[config.mk]
export PLATFORM = sky130hd
export DESIGN_NAME = cnt_ctrl
export DESIGN_NICKNAME = d
export VERILOG_FILES = /design/src/rtl/cnt_ctrl_pkg.sv /design/src/rtl/cnt_ctrl_arith.sv /design/src/rtl/cnt_ctrl.sv
export SDC_FILE = /design/constraint.sdc
export NUM_CORES = 1
export LEC_CHECK = 0
export CORE_MARGIN = 4
export CORE_UTILIZATION = 54
export CTS_CLUSTER_DIAMETER = 30
export DETAILED_ROUTE_END_ITERATION = 8
export MAX_ROUTING_LAYER = met4
export PLACE_DENSITY_LB_ADDON = 0.12
export SETUP_SLACK_MARGIN = 0.02
export SLEW_MARGIN = 20
export SYNTH_ARGS = -nofsm -noshare
export SYNTH_HDL_FRONTEND = slang
export SYNTH_HIERARCHICAL = 1
export SYNTH_SLANG_ARGS = --single-unit
[constraint.sdc]
create_clock -name clk -period 8.1 [get_ports clk]
set_clock_uncertainty 0.15 [all_clocks]
set_input_delay 1.215 -clock clk [delete_from_list [all_inputs] [get_ports clk]]
set_output_delay 1.215 -clock clk [all_outputs]
set_load 0.03 [all_outputs]
[src/rtl/cnt_ctrl_pkg.sv]
`default_nettype none
// +--------------------------------------------------------------------+
// | cnt_ctrl_pkg : shared state type and mode constants for cnt_ctrl   |
// | Rev 1.0                                                            |
// +--------------------------------------------------------------------+
package cnt_ctrl_pkg;

    typedef enum logic [1:0] {
        IDLE = 2'd0,
        RUN  = 2'd1,
        DONE = 2'd2
    } cnt_state_t;

    localparam logic c_MODE_WRAP = 1'b0;
    localparam logic c_MODE_SAT  = 1'b1;

endpackage : cnt_ctrl_pkg
`default_nettype wire

[src/rtl/cnt_ctrl_arith.sv]
`default_nettype none
// +--------------------------------------------------------------------+
// | cnt_ctrl_arith : next-count datapath with wrap/saturate boundary   |
// | Rev 1.0                                                            |
// +--------------------------------------------------------------------+
module cnt_ctrl_arith
    import cnt_ctrl_pkg::*;
#(
    parameter int unsigned WIDTH   = 8,
    parameter int unsigned MAX_VAL = 2**WIDTH - 1
) (
    input  logic [WIDTH-1:0] cnt,
    input  logic [WIDTH-1:0] step,
    input  logic             up_dn,
    input  logic             mode,
    output logic [WIDTH-1:0] nxt,
    output logic             boundary,
    output logic             bnd_ovf,
    output logic             bnd_udf
);

    localparam logic [WIDTH:0] c_max_ext = (WIDTH+1)'(MAX_VAL);
    localparam logic [WIDTH:0] c_mod     = c_max_ext + (WIDTH+1)'(1);

    logic [WIDTH:0] w_sum;
    logic [WIDTH:0] w_gap;

    // One spare bit keeps cnt + step exact even when MAX_VAL is all ones.
    assign w_sum = {1'b0, cnt} + {1'b0, step};
    assign w_gap = {1'b0, step} - {1'b0, cnt};

    always_comb begin
        nxt      = cnt;
        boundary = 1'b0;
        bnd_ovf  = 1'b0;
        bnd_udf  = 1'b0;
        if (up_dn) begin
            if (w_sum > c_max_ext) begin
                boundary = 1'b1;
                bnd_ovf  = 1'b1;
                nxt      = (mode == c_MODE_SAT) ? c_max_ext[WIDTH-1:0]
                                                : WIDTH'(w_sum - c_mod);
            end else begin
                nxt = w_sum[WIDTH-1:0];
            end
        end else begin
            if (cnt < step) begin
                boundary = 1'b1;
                bnd_udf  = 1'b1;
                // cnt + (MAX_VAL+1) - step, rearranged so no term exceeds WIDTH+1 bits.
                nxt      = (mode == c_MODE_SAT) ? '0 : WIDTH'(c_mod - w_gap);
            end else begin
                nxt = cnt - step;
            end
        end
    end

endmodule : cnt_ctrl_arith
`default_nettype wire

[src/rtl/cnt_ctrl.sv]
`default_nettype none
// +--------------------------------------------------------------------+
// | cnt_ctrl : up/down counter with modulus, wrap/saturate, one-shot   |
// | Rev 1.0                                                            |
// +--------------------------------------------------------------------+
module cnt_ctrl
    import cnt_ctrl_pkg::*;
#(
    parameter int unsigned WIDTH    = 8,
    parameter int unsigned MAX_VAL  = 2**WIDTH - 1,
    parameter int unsigned RST_VAL  = 0,
    parameter bit          SAT_MODE = 1'b0
) (
    input  logic             clk,
    input  logic             rst_n,
    input  logic             start,
    input  logic             stop,
    input  logic             oneshot,
    input  logic             up_dn,
    input  logic [WIDTH-1:0] step,
    input  logic             en,
    input  logic             load,
    input  logic [WIDTH-1:0] load_val,
    input  logic             clr_flags,
    output logic [WIDTH-1:0] cnt,
    output logic             tc,
    output logic             ovf,
    output logic             udf,
    output logic             busy,
    output logic             done
);

    generate
        if (MAX_VAL < 1 || MAX_VAL > (2**WIDTH - 1)) begin : g_bad_max_val
            $error("cnt_ctrl: MAX_VAL out of range 1..2**WIDTH-1");
        end
        if (RST_VAL > MAX_VAL) begin : g_bad_rst_val
            $error("cnt_ctrl: RST_VAL exceeds MAX_VAL");
        end
    endgenerate

    localparam logic [WIDTH-1:0] c_max  = WIDTH'(MAX_VAL);
    localparam logic [WIDTH-1:0] c_rst  = WIDTH'(RST_VAL);
    localparam logic             c_mode = SAT_MODE ? c_MODE_SAT : c_MODE_WRAP;

    cnt_state_t       r_state;
    logic [WIDTH-1:0] r_cnt;
    logic             r_tc;
    logic             r_ovf;
    logic             r_udf;

    logic [WIDTH-1:0] w_step;
    logic [WIDTH-1:0] w_load_val;
    logic [WIDTH-1:0] w_nxt;
    logic             w_bnd;
    logic             w_bnd_ovf;
    logic             w_bnd_udf;
    logic             w_count_en;

    // Clamping keeps cnt inside 0..MAX_VAL, which the datapath relies on.
    assign w_step     = (step > c_max)     ? c_max : step;
    assign w_load_val = (load_val > c_max) ? c_max : load_val;
    assign w_count_en = (r_state == RUN) && en && (w_step != '0);

    cnt_ctrl_arith #(
        .WIDTH   (WIDTH),
        .MAX_VAL (MAX_VAL)
    ) u_arith (
        .cnt      (r_cnt),
        .step     (w_step),
        .up_dn    (up_dn),
        .mode     (c_mode),
        .nxt      (w_nxt),
        .boundary (w_bnd),
        .bnd_ovf  (w_bnd_ovf),
        .bnd_udf  (w_bnd_udf)
    );

    always_ff @(posedge clk) begin
        if (!rst_n) begin
            r_state <= IDLE;
            r_cnt   <= c_rst;
            r_tc    <= 1'b0;
            r_ovf   <= 1'b0;
            r_udf   <= 1'b0;
        end else begin
            r_tc <= 1'b0;
            if (clr_flags) begin
                r_ovf <= 1'b0;
                r_udf <= 1'b0;
            end
            if (load) begin
                r_cnt <= w_load_val;
            end else if (stop) begin
                r_state <= IDLE;
            end else if (start && (r_state != RUN)) begin
                r_state <= RUN;
                r_cnt   <= c_rst;
            end else if (w_count_en) begin
                r_cnt <= w_nxt;
                // Later assignments override a coincident clr_flags.
                if (w_bnd) begin
                    r_tc <= 1'b1;
                    if (w_bnd_ovf) r_ovf <= 1'b1;
                    if (w_bnd_udf) r_udf <= 1'b1;
                    if (oneshot)   r_state <= DONE;
                end
            end
        end
    end

    assign cnt  = r_cnt;
    assign tc   = r_tc;
    assign ovf  = r_ovf;
    assign udf  = r_udf;
    assign busy = (r_state == RUN);
    assign done = (r_state == DONE);

endmodule : cnt_ctrl
`default_nettype wire

==> results.tsv <==
metric	value	unit
worst reg2reg path endpoint	ovf	
Final period util	0.4920	
PD cells	124.4	mW/mm^2
CTS Hold Bufs	0	
HP Class	reg2reg	
Clk pin slew, worst setup/hold paths	0.08	ns
Initial Utilization	0.5750	
Placed Area	0.001993	mm^2
Top delay family on crit path	simple AND/OR/NAND/NOR gates	
top cells by area, synth	dfxtp_1 (16%), ha_1 (12%), a21oi_1 (5.2%)	
internal power	151.7	uW
Crit path largest cell delay	0.50	ns
pin count of the biggest net entering global routing	22	
Worst Setup Slack post-DPL	3.897	ns
CTS buffer count	3	
sequential-to-total area share from yosys stat	0.1600	
Hold Path Cell Cnt	1	
drt first pass iters	4	
routed via count	1599	
Async SR Flop Fraction	0	
Netlist cell types	55	
Final setup violation count	0	
# DRC	0	
Avg WL per Cell	16.16	um
most frequent cells in the layout	clkdlybuf4s50_1 (37), inv_1 (22), a21oi_1 (17), ha_1 (16)	
critical path required time	8.18	ns
synthesized area	0.001627	mm^2
Hold Startpoint	udf	
Top-Level Pins	38	
Top FF cell, synth	dfxtp_1	
Hold Vio Cnt, Final	0	
Rows	19	
Comb power frac	0.546	
CTS Buffer Depth	2	
vias in the first global route	1612	
unrepaired setup endpoints after global routing	false	
htree depth	1	
clk_lat worst skew	0.28	ns
final setup TNS	0	ns
Detail Route Antenna Nets	0	
Crit Path Category	in2reg	
CP cell instances	clkdlybuf4s50_1 > inv_1 > ha_1 > or3_4 > o221ai_4 > a31oi_1 > nor2_1 > or2_1 > o211ai_1 > nor4b_1 > a22o_1	
Yosys top cell by area	dfxtp_1	
CTS tree	yes	
First DRT Iteration DRCs	111	
count of non-filler cells in the finished layout	271	
switching share of power	0.3964	
worst r2r path cells	9	
clock period minus final worst setup slack	3.986	ns
worst path buffer plus inverter count	2	
Slew Limit Headroom	0.5876	
worst r2r src	cnt[4]	
Critical Path Fanout Max	11	
Synth Register Bits	13	
CTS Sinks	13	
Achievable Freq	0.2509	GHz
hpwl dp	3431	um
Post-synth EDFFs	0	
Core Box Area	0.002829	mm^2
CP Launch Type	primary input	
Worst Hold Endpoint	udf	
pins over their slew limit	0	
first-pass GRT wire length	7472	um
final setup margin	4.114	ns
placed cells	267	
post-CTS setup buffers	0	
average size of a mapped cell	7.973	um^2
Leak Pwr	0.0008844	uW
Area growth, synth to finish	24.15	%
final WL	4379	um
crit path max-delay cell type	clkdlybuf4s50_1	
# port buffers	37	
share of post-route cells with drive strength above 1	0.07917	
Die ar.	0.003955	mm^2
Peak VDD IR	0.1130	mV
Worst Setup End Kind	register	
Synth top area share	0.1600	
final-stage net count	284	
multi-input logic area	0.001237	mm^2
Post-Layout Inst Area	0.002019	mm^2
Fill cells	231	
gr usage total	0.2359	
GR Overflow Total	0	
register share of total power	0.293	
clock power share	0.161	
vias per std cell	5.900	
Sequential Area	260.3	um^2
Die Span X	62.89	um
GPL Wtd Cong	0.9124	
Psw	99.61	uW
Mapped Cells	204	
most common cell after layout, fill and taps aside	clkdlybuf4s50_1	
CP arrival	4.07	ns
Max-cap violations	0	
root buffer cell	clkbuf_4	
post-cts resize count	0	
warnings from Yosys	6	
status	complete, no violations	
Antenna Cells	0	
initial antenna violation count	0	
worst reg2reg setup slack	5.26	ns
Slew @ Worst Pin	0.6167	ns
Die Ht	62.89	um
routing by layer:
metal | global-route usage | wire length, um | vias up
li1 | - | - | 802
met1 | 0.2834 | 1957 | 747
met2 | 0.4084 | 2209 | 44
met3 | 0.04856 | 179 | 6
met4 | 0.04132 | 34 | 0
met5 | - | 0 | -
power groups by stage:
stage | logic, uW | registers [uW] | clock network, uW
floorplan | 91.1 | 80.8 | 0
global placement | 130 | 74.7 | 0
detailed placement | 135 | 75.1 | 0
CTS | 135 | 73.7 | 42.4
global route | 150 | 74.5 | 45.8
finish | 137 | 73.7 | 40.4
final cells by class:
cell class | instances | area share
multi-input combinational | 163 | 0.6128
sequential | 13 | 0.1289
clock buffer | 4 | 0.01301
tap | 31 | 0.01921
inverter | 23 | 0.04275
timing repair buffer | 37 | 0.1834
Yosys cell counts, types with 3 or more instances:
cell       count
nand2_1        6
xnor2_1        4
a2bb2oi_1      8
nor2b_1        6
inv_1         22
and3_1         7
clkbuf_1       5
a31oi_1        4
ha_1          16
a21o_1         3
o21ai_0        7
nor2_1        11
dfxtp_1       13
nor3_1         4
a22o_1         3
buf_6          3
a21oi_1       17
nand2b_1      13
o31ai_1        8
logic make-up after synthesis:
kind of cell    count (synthesis)  synth area share
xor+xnor                        4           0.02154
buf+inv                        33           0.09076
other cells                     1          0.002305
mux                             1          0.006154
compound gates                 72            0.3446
fa+ha+maj                      18            0.1477
flops                          13            0.1600
simple gates                   62            0.2269
worst max path at each step:
stage / start / end / slack (ns) / cells past startpoint
2_1_floorplan: step[0] / ovf / 4.71 / 10
3_3_place_gp: step[3] / udf / 4.02 / 11
3_5_place_dp: step[3] / udf / 3.90 / 11
4_1_cts: step[3] / ovf / 4.17 / 11
5_1_grt: step[3] / ovf / 3.90 / 11
6_report: step[3] / ovf / 4.11 / 11
per-stage QoR:
step / hold WS, ns / power [uW] / utilization
2_1_floorplan: 0.3275 / 171.9 / -
3_3_place_gp: 0.3196 / 205.1 / 0.7046
3_5_place_dp: 0.3154 / 209.7 / 0.7046
4_1_cts: 0.3340 / 251.4 / 0.7138
5_1_grt: 0.3535 / 269.9 / 0.7138
6_report: 0.3342 / 251.3 / 0.7138
state kept, by name, summed over array words and instances, names as in the netlist:
register and cells:
ovf 1, tc 1, udf 1, cnt 8, r_state 2
Power figures use the tool's default switching activity.
